--- src/rtl/avmm_avst_bridge_pkg.sv ---
// Shared definitions for the AVMM <-> AVST tunnel.
//   BE_FULL / BE_LO / BE_HI : the only byteenable patterns with a defined meaning
//   IS_READ_OFS / IS_32BIT_OFS : flag bit positions counted down from the command MSB
//   pack_cmd : builds {is_read, is_32bit, addr, data} with addr zero-extended to
//              PACK_ADDR_MAX bits; users keep only the low addr bits they need.
package avmm_avst_bridge_pkg;

  localparam logic [7:0] BE_FULL = 8'hFF;
  localparam logic [7:0] BE_LO   = 8'h0F;
  localparam logic [7:0] BE_HI   = 8'hF0;

  localparam int IS_READ_OFS  = 0;
  localparam int IS_32BIT_OFS = 1;

  localparam int PACK_ADDR_MAX = 64;
  localparam int PACK_DATA_W   = 64;
  localparam int PACK_W        = PACK_ADDR_MAX + PACK_DATA_W + 2;

  function automatic logic [PACK_W-1:0] pack_cmd(
    input logic                     is_read,
    input logic                     is_32bit,
    input logic [PACK_ADDR_MAX-1:0] addr,
    input logic [PACK_DATA_W-1:0]   data
  );
    return {is_read, is_32bit, addr, data};
  endfunction

endpackage

--- src/rtl/avst_cmd_fifo2.sv ---
// Generic 2-entry FIFO, head always in entry 0.
//   clk, rst_n : clock, asynchronous active-low reset (entries clear to zero)
//   push_i     : write din_i (ignored when full)
//   pop_i      : drop head (ignored when empty)
//   dout_o     : head entry
//   count_o    : occupancy 0..2
module avst_cmd_fifo2 #(
  parameter int W = 8
) (
  input  logic         clk,
  input  logic         rst_n,
  input  logic         push_i,
  input  logic         pop_i,
  input  logic [W-1:0] din_i,
  output logic [W-1:0] dout_o,
  output logic [1:0]   count_o
);

  logic [W-1:0] mem_q [2];
  logic [W-1:0] mem_d [2];
  logic [1:0]   count_q, count_d;
  logic         push_ok, pop_ok;

  always_comb begin
    mem_d[0] = mem_q[0];
    mem_d[1] = mem_q[1];
    pop_ok   = pop_i && (count_q != 2'd0);
    push_ok  = push_i && (count_q != 2'd2);

    // Shift on pop so the head never moves; stale entry 1 is harmless.
    if (pop_ok) begin
      mem_d[0] = mem_q[1];
    end

    // Push lands in the first free slot as seen after this cycle's pop.
    if (push_ok) begin
      if (pop_ok ? (count_q == 2'd2) : (count_q == 2'd1)) begin
        mem_d[1] = din_i;
      end else begin
        mem_d[0] = din_i;
      end
    end

    count_d = count_q + {1'b0, push_ok} - {1'b0, pop_ok};
  end

  for (genvar gi = 0; gi < 2; gi++) begin : gen_entry
    always_ff @(posedge clk or negedge rst_n) begin
      if (!rst_n) begin
        mem_q[gi] <= '0;
      end else begin
        mem_q[gi] <= mem_d[gi];
      end
    end
  end

  always_ff @(posedge clk or negedge rst_n) begin
    if (!rst_n) begin
      count_q <= 2'd0;
    end else begin
      count_q <= count_d;
    end
  end

  assign dout_o  = mem_q[0];
  assign count_o = count_q;

endmodule

--- src/rtl/avmm_slave_to_avst.sv ---
// Avalon-MM slave that turns single-beat reads/writes into packed AVST commands
// {is_read, is_32bit, addr, write_data} and returns read data from an AVST
// response stream.
//   clk, reset_n           : clock, asynchronous active-low reset
//   avs_*                  : AVMM slave port (waitrequest-based flow control)
//   cmd_data/valid/ready   : command stream towards the AVST-to-AVMM bridge
//   rsp_data/valid         : read responses (no backpressure)
//   be_error, rsp_error    : sticky error flags, cleared only by reset
module avmm_slave_to_avst
  import avmm_avst_bridge_pkg::*;
#(
  parameter int AVMM_ADDR_WIDTH   = 18,
  parameter int AVMM_DATA_WIDTH   = 64,
  parameter int MAX_PENDING_READS = 8
) (
  input  logic                         clk,
  input  logic                         reset_n,
  input  logic [AVMM_ADDR_WIDTH-1:0]   avs_address,
  input  logic                         avs_read,
  input  logic                         avs_write,
  input  logic [AVMM_DATA_WIDTH-1:0]   avs_writedata,
  input  logic [7:0]                   avs_byteenable,
  output logic                         avs_waitrequest,
  output logic [AVMM_DATA_WIDTH-1:0]   avs_readdata,
  output logic                         avs_readdatavalid,
  output logic [AVMM_ADDR_WIDTH+65:0]  cmd_data,
  output logic                         cmd_valid,
  input  logic                         cmd_ready,
  input  logic [AVMM_DATA_WIDTH-1:0]   rsp_data,
  input  logic                         rsp_valid,
  output logic                         be_error,
  output logic                         rsp_error
);

  localparam int AW    = AVMM_ADDR_WIDTH;
  localparam int DW    = AVMM_DATA_WIDTH;
  localparam int CMD_W = AW + DW + 2;
  localparam int PW    = $clog2(MAX_PENDING_READS + 1);
  localparam logic [PW-1:0] PEND_MAX = PW'(MAX_PENDING_READS);

  typedef struct packed {
    logic          is_read;
    logic          is_32bit;
    logic [AW-1:0] addr;
    logic [DW-1:0] data;
  } cmd_t;

  cmd_t              cmd_in;
  logic [PACK_W-1:0] packed_cmd;
  logic [AW-1:0]     addr_fix;
  logic              is_32bit;
  logic              be_legal;
  logic              accept;
  logic              rd_accept;
  logic              rsp_expected;
  logic [1:0]        fifo_count;
  logic [CMD_W-1:0]  fifo_head;

  logic [PW-1:0]     pend_q, pend_d;
  logic              be_err_q, be_err_d;
  logic              rsp_err_q, rsp_err_d;
  logic              rdv_q;
  logic [DW-1:0]     rdata_q;

  // Registered state only (plus reset), so no combinational path from the
  // downstream ready/valid inputs back to the AVMM master.
  assign avs_waitrequest = !reset_n || (fifo_count == 2'd2) || (pend_q == PEND_MAX);

  assign accept       = (avs_read || avs_write) && !avs_waitrequest;
  assign rd_accept    = accept && avs_read;  // read wins when both are asserted
  assign rsp_expected = pend_q != '0;

  always_comb begin
    addr_fix = avs_address;
    is_32bit = 1'b0;
    be_legal = 1'b1;
    case (avs_byteenable)
      BE_FULL: ;
      BE_LO: begin
        is_32bit    = 1'b1;
        addr_fix[2] = 1'b0;
      end
      BE_HI: begin
        is_32bit    = 1'b1;
        addr_fix[2] = 1'b1;
      end
      default: be_legal = 1'b0;
    endcase
  end

  assign packed_cmd = pack_cmd(avs_read, is_32bit, PACK_ADDR_MAX'(addr_fix),
                               PACK_DATA_W'(avs_writedata));

  assign cmd_in.is_read  = packed_cmd[PACK_W-1-IS_READ_OFS];
  assign cmd_in.is_32bit = packed_cmd[PACK_W-1-IS_32BIT_OFS];
  assign cmd_in.addr     = packed_cmd[PACK_DATA_W +: AW];
  assign cmd_in.data     = DW'(packed_cmd[PACK_DATA_W-1:0]);

  // Upper address bits of the generic pack are always zero here.
  if (AW < PACK_ADDR_MAX) begin : gen_pack_unused
    logic unused_pack_bits;
    assign unused_pack_bits = ^packed_cmd[PACK_W-3:PACK_DATA_W+AW];
  end

  avst_cmd_fifo2 #(
    .W(CMD_W)
  ) u_cmd_fifo (
    .clk     (clk),
    .rst_n   (reset_n),
    .push_i  (accept),
    .pop_i   (cmd_valid && cmd_ready),
    .din_i   (cmd_in),
    .dout_o  (fifo_head),
    .count_o (fifo_count)
  );

  assign cmd_valid = fifo_count != 2'd0;
  assign cmd_data  = fifo_head;

  always_comb begin
    pend_d    = pend_q + PW'(rd_accept) - PW'(rsp_valid && rsp_expected);
    be_err_d  = be_err_q || (accept && ((avs_read && avs_write) || !be_legal));
    rsp_err_d = rsp_err_q || (rsp_valid && !rsp_expected);
  end

  always_ff @(posedge clk or negedge reset_n) begin
    if (!reset_n) begin
      pend_q    <= '0;
      be_err_q  <= 1'b0;
      rsp_err_q <= 1'b0;
      rdv_q     <= 1'b0;
      rdata_q   <= '0;
    end else begin
      pend_q    <= pend_d;
      be_err_q  <= be_err_d;
      rsp_err_q <= rsp_err_d;
      rdv_q     <= rsp_valid && rsp_expected;
      if (rsp_valid) begin
        rdata_q <= rsp_data;
      end
    end
  end

  assign avs_readdata      = rdata_q;
  assign avs_readdatavalid = rdv_q;
  assign be_error          = be_err_q;
  assign rsp_error         = rsp_err_q;

endmodule

--- config.mk ---
export PLATFORM = sky130hd
export DESIGN_NAME = avmm_slave_to_avst
export DESIGN_NICKNAME = d
export VERILOG_FILES = /design/src/rtl/avmm_avst_bridge_pkg.sv /design/src/rtl/avst_cmd_fifo2.sv /design/src/rtl/avmm_slave_to_avst.sv
export SDC_FILE = /design/constraint.sdc
export NUM_CORES = 1
export LEC_CHECK = 0
export BUFFER_PORTS_ARGS = -buffer_cell sky130_fd_sc_hd__buf_4
export CORE_UTILIZATION = 45
export DETAILED_ROUTE_END_ITERATION = 10
export PLACE_DENSITY = 0.72
export SLEW_MARGIN = 20
export SYNTH_ARGS = -nofsm -noshare
export SYNTH_HDL_FRONTEND = slang
export SYNTH_SLANG_ARGS = --single-unit
--- constraint.sdc ---
create_clock -name clk -period 4.8 [get_ports clk]
set_clock_uncertainty 0.1 [all_clocks]
set_input_delay 0 -clock clk [delete_from_list [all_inputs] [get_ports clk]]
set_output_delay 0 -clock clk [all_outputs]
set_load 0.01 [all_outputs]
## After elaboration in Yosys (flattened, before gate mapping)

Index checks and enable logic that the tools add are counted.

| word-level totals | value |
|---|---|
| register bits after elaboration | 241 |
| latch bits | 0 |
| RAM bits | 0 |
| ROM bits | 0 |
| input port bits | 160 |
| output and inout bits | 153 |
| word-level logic and storage cells | 51 |
| memories | 0 |

| cells by class | value |
|---|---|
| add/sub/neg operators | 4 |
| multiply operators | 0 |
| divide/modulo/power cells | 0 |
| magnitude comparators | 0 |
| equal/unequal tests | 7 |
| shift-type cells | 0 |
| multiplexer cells | 8 |
| bitwise logic cells | 0 |
| reduce and logical (&&, ||, !) cells | 24 |

Operators with widths:

| kind | count |
|---|---|
| $mux W84 | 3 |
| $mux W168 | 1 |
| $eq A8 B8 Y1 const B | 2 |
| $logic_and A1 B1 Y1 | 9 |
| $eq A8 B4 Y1 const B | 1 |
| $logic_or A1 B1 Y1 | 6 |
| $add A4 B1 Y4 | 1 |
| $eq A4 B4 Y1 const B | 1 |
| $logic_not A1 Y1 | 4 |
| $reduce_bool A4 Y1 | 1 |
| $sub A4 B1 Y4 | 1 |
| $mux W1 | 3 |
| $reduce_or A3 Y1 | 1 |
| $add A2 B1 Y2 | 1 |
| $eq A2 B1 Y1 const B | 1 |
| $eq A2 B2 Y1 const B | 1 |
| $ne A2 B2 Y1 const B | 1 |
| $pmux W1 S2 | 1 |
| $reduce_and A2 Y1 | 1 |
| $reduce_bool A2 Y1 | 1 |
| $reduce_or A2 Y1 | 1 |
| $sub A2 B1 Y2 | 1 |

## Logic depth before layout (Yosys ltp)

Gate-level depths: netlist of run 1.

| logic depth | value |
|---|---|
| word-level depth | 8 |
| gate-level depth with buffers | 10 |

## Hierarchy

A second synthesis of run 1 with hierarchy kept.

| second synthesis, totals | value |
|---|---|
| cells, all modules | 735 |
| area, all modules | 11457.2 um2 |

Modules (own cells, without submodules):

| module | instances | cells each | area each (um2) |
|---|---|---|---|
| avst_cmd_fifo2 | 1 | 548 | 8573.2 |
| avmm_slave_to_avst | 1 | 187 | 2884.0 |

## Worst setup path after synthesis of run 1

Ideal clock, no wire load.

| path | value |
|---|---|
| path kind | register to register |
| start | reg u_cmd_fifo.count_q[0], in the netlist u_cmd_fifo.count_o[0] |
| end | reg u_cmd_fifo.count_q[1], in the netlist u_cmd_fifo.count_o[1] |
| library setup time | 0.124 ns |
| arrival | 1.944 ns |
| data required time | 4.576 ns |
| path slack | 2.632 ns |
| stages on the path, launching flop included | 10 |
| path buffers | 2 |
| clock period less this slack | 2.168 ns |
| cells stage by stage | dfrtp_1 -> o21ai_1 -> buf_2 -> buf_2 -> inv_1 -> ha_1 -> inv_1 -> ha_1 -> xnor2_1 -> xnor2_1 |

| between the ends | value |
|---|---|
| cells in the longest elaborated chain, start to end | 8 |
| elaborated cells on any way between the ends | 12 |
| classes of those cells | add/sub: 2; eq/ne: 2; reduce/logical: 8 |

RTL lines:

| what | line | text |
|---|---|---|
| start: declaration | avst_cmd_fifo2.sv:21 | `logic [1:0] count_q, count_d;` |
| start signal: assignment | avst_cmd_fifo2.sv:61 | `count_q <= count_d;` |
| $eq A2 B2 Y1 | avmm_slave_to_avst.sv:67 | `assign avs_waitrequest = !reset_n \|\| (fifo_count == 2'd2) \|\| (pend_q == PEND_MAX);` |
| $logic_or A1 B1 Y1 (2 in a row) | avmm_slave_to_avst.sv:67 |  |
| $logic_not A1 Y1 | avmm_slave_to_avst.sv:69 | `assign accept = (avs_read \|\| avs_write) && !avs_waitrequest;` |
| $logic_and A1 B1 Y1 | avmm_slave_to_avst.sv:69 |  |
| $logic_and A1 B1 Y1 | avst_cmd_fifo2.sv:28 | `push_ok = push_i && (count_q != 2'd2);` |
| $add A2 B1 Y2 | avst_cmd_fifo2.sv:44 | `count_d = count_q + {1'b0, push_ok} - {1'b0, pop_ok};` |
| $sub A2 B1 Y2 * | avst_cmd_fifo2.sv:44 |  |
| via u_cmd_fifo.count_d[1] | avst_cmd_fifo2.sv:21 |  |

The timed path passes the listed nets; every way through them passes the cells marked *.
A chain may end at the register's enable or synchronous reset.

==> flow_metrics.py, run 1 <==
metrics = {
    "cells_and_area": {
        "drive_gt1_share_pct": 59.4,
        "nNetsFinal": 1296,
        "n_fill_cell": 1693,
        "syn_to_final_growth_pct": 40.2,
        "multi_input_area_mm2": 0.00434,
        "regArea_mm2": 0.00603,
    },
    "power_and_ir_drop": {
        "p_leak_uw": 0.00754,
        "combPwrFrac_pct": 40.3,
        "power_density_mw_per_mm2": 574,
        "p_sw_share_pct": 28.4,
        "switchingPower_uw": 2580,
        "clkPwrFrac_pct": 23.3,
        "intPower_uw": 6500,
        "irDropWorstVdd_mv": 0.410,
        "seqPwrFrac_pct": 36.5,
    },
    "synthesis": {
        "synth_compound_area_share_pct": 0.865,
        "yosysWarnings": 0,
        "ys_ff_latch": 241,
        "synth_cells": 736,
        "synth-simple-area-share_pct": 1.26,
        "netlist_area_mm2": 0.0113,
        "synth_adder_area_share_pct": 1.06,
        "yosys.area_share.xor_xnor_pct": 0.310,
        "synth_top_family_by_area": "multiplexers",
        "yosysUniqueCellTypes": 34,
        "syn_nets": 905,
        "seq_area_frac_synth_pct": 53.4,
        "syn_avg_cell_area_um2": 15.3,
        "synth.area.mux_share_pct": 34.8,
    },
    "route": {
        "via_per_inst": 4.81,
        "antenna_left": 0,
        "drc": 0,
        "avgRoutedWirePerCell_um": 18.0,
        "drtIter0Drc": 289,
        "dr.pass1.iters": 4,
        "vias": 7074,
        "totalWireLength_um": 26600,
    },
    "worst_setup_path": {
        "cp.required_ns": 5.10,
        "r2r_slack_ns": 1.83,
        "critPathKind": "reg2reg",
        "cp-end-kind": "register",
        "crit_arrival_ns": 3.27,
        "max_stage_delay_ns": 0.71,
        "r2r_start": "pend_q[2]",
        "cp_num_cells": 7,
        "critical-path-top-delay-family": "simple AND/OR/NAND/NOR gates",
        "cp_cell_sequence": "inv_1 -> ha_1 -> nor3b_1 -> nor4b_4 -> nand2_4 -> buf_4 -> mux2_2",
        "critPathMaxFanout": 47,
        "cp-start-kind": "register",
        "cp_num_buf_inv": 2,
        "cpMaxStageDelayCell": "nand2_4",
        "crit_start": "pend_q[2]",
        "worst-r2r-cell-count": 7,
    },
    "sta": {
        "timing.hold.ws_ns": 0.164,
        "rsz0062_at_grt": "false",
        "fin_crit_sh_pct": 62.0,
        "setup_viol": 0,
        "fin_ws_ns": 1.83,
        "hold_viol_final": 0,
        "worst_slew_pin_slew_ns": 0.964,
        "finalSetupTns_ns": 0,
        "fmax_ghz": 0.336,
        "finalCriticalPeriod_ns": 2.97,
        "slew-limit-headroom_pct": 35.7,
        "maxSlewViolCount": 0,
    },
    "die": {
        "io_pins": 313,
        "initial_utilization_pct": 46.1,
        "die-height_um": 160,
        "die_x_um": 160,
        "core_area_mm2": 0.0245,
        "rows": 57,
        "dieArea_mm2": 0.0257,
    },
    "cts": {
        "cts_tree": "done",
        "clockRootBuffer": "clkbuf_16",
        "insertion_delay_ns": 0.52,
        "path_clk_slew_ns": 0.06,
        "post_cts_resized": 0,
        "cts.path.max_buffers": 3,
        "ctsHtreeMaxLevel": 1,
        "numCtsBuffers": 26,
        "cts.sinks": 241,
    },
    "placement": {
        "globalplace.congestion": 0.759,
        "io_buffers": 312,
        "pre_cts_ws_ns": 1.84,
        "dp_hpwl_um": 16200,
    },
    "worst_hold_path": {
        "min_path_cells": 3,
        "min_from": "rsp_data[10]",
        "hold_path_class": "in2reg",
    },
    "global_routing": {
        "antenna_found_initial": 1,
        "grt_first_pass_wirelength_um": 42600,
        "grt_pass1_vias": 7841,
        "grt_util_all_layers_pct": 20.7,
        "overflow": 0,
        "grt_max_degree": 76,
    },
    "job": {
        "maxCapViolCount": 0,
    },
    "status": {
        "status": "complete, no violations",
    },
}
## layout make-up
class | count | area share, %
antenna | 1 | 0.0158
clock buffer | 34 | 4.75
clock inverter | 14 | 1.08
inverter | 17 | 0.403
multi-input combinational | 360 | 27.4
sequential | 241 | 38.1
tap | 324 | 2.56
timing repair buffer | 481 | 25.6
## state kept, by name, summed over array words and instances, names as in the netlist
name                cells
u_cmd_fifo.mem_q       84
rsp_error               1
avs_readdatavalid       1
pend_q                  4
be_error                1
avs_readdata           64
u_cmd_fifo.dout_o      84
u_cmd_fifo.count_o      2
## power groups by stage
stage               sequential, µW  clock [µW]  combinational, µW
floorplan                     3210           0               2910
global placement              3300           0               3480
detailed placement            3330           0               3550
CTS                           3300        2170               3680
global route                  3410        2250               3920
finish                        3310        2110               3660
## cells in the final DEF (no fill, tap or decap), types with 3 or more instances in the layout
cell type,netlist,layout
a21oi_1,6,6
buf_12,0,3
buf_4,85,317
bufinv_16,0,4
clkbuf_16,0,27
clkbuf_8,0,5
clkinv_2,0,10
dfrtp_1,241,241
dlygate4sd3_1,0,160
ha_1,8,8
inv_1,17,17
mux2_2,193,193
mux2_4,114,114
mux2i_1,4,4
nand2_1,4,3
nor2_1,5,5
nor3b_1,3,3
xnor2_1,3,3
## per-layer routing
metal  global-route usage [%]  up-vias  wire [µm]
li1                         -     3273          -
met1                     25.6     3520      11100
met2                     36.4      241      13200
met3                     4.78       40       1650
met4                     5.37        0        564
met5                        0        -          0
## path summary, 6_finish.rpt
check,endpoint
setup / recovery,u_cmd_fifo.dout_o[12]
hold / removal,avs_readdata[10]
setup reg to reg,u_cmd_fifo.dout_o[12]
hold reg to reg,rsp_error
max in group asynchronous,avs_readdata[56]
min in group asynchronous,avs_readdata[45]
## synthesized netlist by cell type
master / number / area share (%)
nor4_1: 1 / 0.055
a31o_2: 1 / 0.078
o21ai_1: 1 / 0.044
buf_4: 85 / 5.7
mux2i_1: 4 / 0.35
xor2_1: 1 / 0.078
a21oi_1: 6 / 0.27
nor2_1: 5 / 0.17
a222oi_1: 1 / 0.089
or4_1: 1 / 0.067
nor2b_4: 1 / 0.12
nand4_1: 2 / 0.11
o21bai_1: 1 / 0.067
nand2_1: 4 / 0.13
mux2_2: 193 / 19
mux2_4: 114 / 15
inv_1: 17 / 0.57
xnor2_1: 3 / 0.23
and4_1: 1 / 0.078
a21boi_0: 1 / 0.067
and2b_1: 1 / 0.067
clkbuf_1: 13 / 0.43
ha_1: 8 / 0.89
fa_1: 1 / 0.18
or2_2: 1 / 0.055
buf_6: 13 / 1.3
a32o_1: 1 / 0.089
a21o_1: 1 / 0.067
buf_2: 7 / 0.31
nor4b_4: 1 / 0.21
dfrtp_1: 241 / 53
o21ai_0: 1 / 0.044
nor3b_1: 3 / 0.20
o22ai_1: 1 / 0.055
## worst reg2reg max path, stage by stage (launching register included)
cell     delay, ns
dfrtp_1       0.35
inv_1         0.09
ha_1          0.14
nor3b_1       0.39
nor4b_4       0.13
nand2_4       0.71
buf_4         0.55
mux2_2        0.39
## kinds of logic after synthesis
| kind of cell | after synthesis |
|---|---|
| muxes | 311 |
| buffers and inverters | 135 |
| DFF | 241 |
| adders and majority gates | 9 |
| xor gates and xnor gates | 4 |
| AOI/OAI and AO/OA | 15 |
| and+or+nand+nor | 21 |
## metrics by stage
stage,utilization [%],area [µm²],instances,power (µW)
2_1_floorplan,-,11300,736,6110
3_5_place_dp,54.3,13300,1262,6870
3_3_place_gp,54.3,13300,1262,6780
5_1_grt,64.7,15800,1472,9590
4_1_cts,64.7,15800,1471,9160
6_report,64.7,15800,1472,9080
## repair_timing
item,4_1_cts,5_1_grt
hold endpoints to repair,344,0
hold buffers,161,0
buffers inserted,0,0
Power figures use the tool's default switching activity.
==> run 2, diff against run 1 <==
--- a/config.mk
+++ b/config.mk
@@ -8,7 +8,7 @@
 export BUFFER_PORTS_ARGS = -buffer_cell sky130_fd_sc_hd__buf_4
 export CORE_UTILIZATION = 45
 export DETAILED_ROUTE_END_ITERATION = 10
-export PLACE_DENSITY = 0.72
+export PLACE_DENSITY = 0.75
 export SLEW_MARGIN = 20
 export SYNTH_ARGS = -nofsm -noshare
 export SYNTH_HDL_FRONTEND = slang
==> constraint.sdc (replaced) <==
create_clock -name clk -period 2.5 [get_ports clk]
set_clock_uncertainty 0.1 [all_clocks]
set_input_delay 0 -clock clk [delete_from_list [all_inputs] [get_ports clk]]
set_output_delay 0 -clock clk [all_outputs]
set_load 0.01 [all_outputs]
==> run 2 against run 1 <==
Maximum frequency is 36% higher. Critical endpoint is now pend_q[2]. Critical path type unchanged. Design area down 0.21%. Wire length rose by 1.8%. Global-route usage is 0.20 points higher. Power is 88% higher.
==> flow_metrics.py, run 2 (same netlist as run 1, synthesis figures left out) <==
metrics = {
    "status": {
        "status": "complete, no violations",
    },
    "worst_setup_path": {
        "critPathMostFrequentCell": "inv_1",
        "crit_arrival_ns": 2.49,
        "cp-start-kind": "register",
        "critPathKind": "reg2reg",
        "cp.required_ns": 2.80,
        "cpMaxStageDelayCell": "fa_1",
        "critPathMaxFanout": 3,
        "cp_cell_sequence": "inv_1 -> ha_1 -> nor3b_2 -> nor3b_1 -> nand2_1 -> inv_1 -> ha_1 -> inv_1 -> fa_1 -> xnor2_1",
        "cp-end-kind": "register",
        "max_stage_delay_ns": 0.40,
    },
    "route": {
        "drc": 0,
        "via_per_inst": 4.82,
        "antenna_left": 0,
        "vias": 7085,
        "drtIter0Drc": 249,
        "totalWireLength_um": 27000,
        "avgRoutedWirePerCell_um": 18.4,
        "dr.pass1.iters": 4,
    },
    "placement": {
        "dp.cells": 1270,
        "globalplace.congestion": 0.774,
        "placed_area_mm2": 0.0134,
        "dp_hpwl_um": 17100,
        "io_buffers": 312,
    },
    "sta": {
        "worst_slew_pin_slew_ns": 0.985,
        "finalCriticalPeriod_ns": 2.19,
        "finalSetupTns_ns": 0,
        "fmax_ghz": 0.456,
        "slew-limit-headroom_pct": 34.3,
        "setup_viol": 0,
        "hold_viol_final": 0,
        "rsz0062_at_grt": "false",
        "maxSlewViolCount": 0,
        "fin_crit_sh_pct": 87.6,
    },
    "global_routing": {
        "met2_usage_pct": 37.3,
        "busiest_layer": "met2",
        "antenna_found_initial": 0,
        "grt_first_pass_wirelength_um": 42800,
        "grt_util_met3_pct": 5.97,
        "overflow": 0,
        "grt_pass1_vias": 7741,
        "grt_max_degree": 179,
        "gr-usage-met1_pct": 24.6,
        "grt_util_all_layers_pct": 20.9,
    },
    "power_and_ir_drop": {
        "power_density_mw_per_mm2": 1080,
        "p_leak_uw": 0.00751,
        "irDropWorstVdd_mv": 0.683,
    },
    "cells_and_area": {
        "n_fill_cell": 1696,
        "postLayoutCellArea_mm2": 0.0158,
        "drive_gt1_share_pct": 59.5,
        "multi_input_area_mm2": 0.00435,
        "antenna_cells": 0,
        "final_common_cell": "buf_4",
        "layout_common_cells": "320 x buf_4, 241 x dfrtp_1, 193 x mux2_2",
        "final_cell_count_no_fill": 1471,
        "nNetsFinal": 1302,
        "syn_to_final_growth_pct": 39.9,
        "regArea_mm2": 0.00603,
    },
    "cts": {
        "path_clk_slew_ns": 0.06,
        "clockRootBuffer": "clkbuf_16",
        "cts.path.max_buffers": 3,
        "ctsHtreeMaxLevel": 1,
        "insertion_delay_ns": 0.53,
        "cts_tree": "done",
        "cts.sinks": 241,
        "numCtsBuffers": 27,
    },
    "worst_hold_path": {
        "hold_path_class": "in2reg",
    },
    "die": {
        "rows": 57,
        "die-height_um": 160,
        "initial_utilization_pct": 46.1,
        "dieArea_mm2": 0.0257,
        "core_area_mm2": 0.0245,
        "io_pins": 313,
        "die_x_um": 160,
    },
    "job": {
        "maxCapViolCount": 0,
    },
}
==> run 2: cell types whose count changed in the layout (fill, tap and decap cells not counted), moves of 2 or more <==
cell,delta
clkinvlp_4,+2
dlygate4sd3_1,-2
buf_4,+3
bufinv_16,-4
clkinv_2,-6
buf_12,+4
clkbuf_1,+2
==> run 2: worst paths after layout <==
path                                        start                    end  slack, ns  cells after the start
worst max-delay path                    pend_q[2]              pend_q[2]       0.31                     10
worst min-delay path            avs_writedata[19]   u_cmd_fifo.mem_q[19]       0.15                      3
worst max register to register          pend_q[2]              pend_q[2]       0.31                     10
worst min register to register          rsp_error              rsp_error       0.38                      1
max in group asynchronous                 reset_n       avs_readdata[11]       1.36                      3
min in group asynchronous                 reset_n  u_cmd_fifo.dout_o[58]       0.17                      3
==> run 2: area by class of cell <==
class	count	area share, %
clock inverter	7	0.277
sequential	241	38.2
tap	324	2.57
inverter	17	0.404
multi-input combinational	360	27.5
clock buffer	36	4.81
timing repair buffer	486	26.2
==> run 2: critical path: cells and delay by family, from the launching register on <==
kind          cells  cell delay, ns
fa+ha+maj         3            0.75
buf+inv           3            0.19
simple gates      3            0.57
flops             1            0.32
xor+xnor          1            0.14
==> run 2: per-stage QoR <==
step | util (%) | power (µW) | setup WS (ns) | hold WS [ns]
global placement | 54.8 | 13100 | 0.202 | 0.134
CTS | 64.5 | 17200 | 0.150 | 0.123
floorplan | - | 11700 | 0.332 | -0.396
global route | 64.5 | 18100 | 0.105 | 0.132
detailed placement | 54.8 | 13300 | 0.163 | 0.136
finish | 64.5 | 17100 | 0.309 | 0.145
==> run 2: timing repair <==
action                                  in CTS  in global routing
hold buffers                               158                  0
endpoints found under the hold margin      476                  0
resized for setup                            0                  1
buffers inserted                             0                  0
endpoints found under the setup margin       0                  1
==> run 2: metal layers <==
layer	wire, µm	share of wire, %
met1	10900	40
met2	13600	50
met5	0	0
met4	580	2.1
met3	2010	7.5
==> run 2: report_power, final <==
part	switching [µW]	internal, µW	leakage, µW
Combinational	2570	4540	0.00425
Clock	1530	2100	0.000394
Sequential	870	5490	0.00287
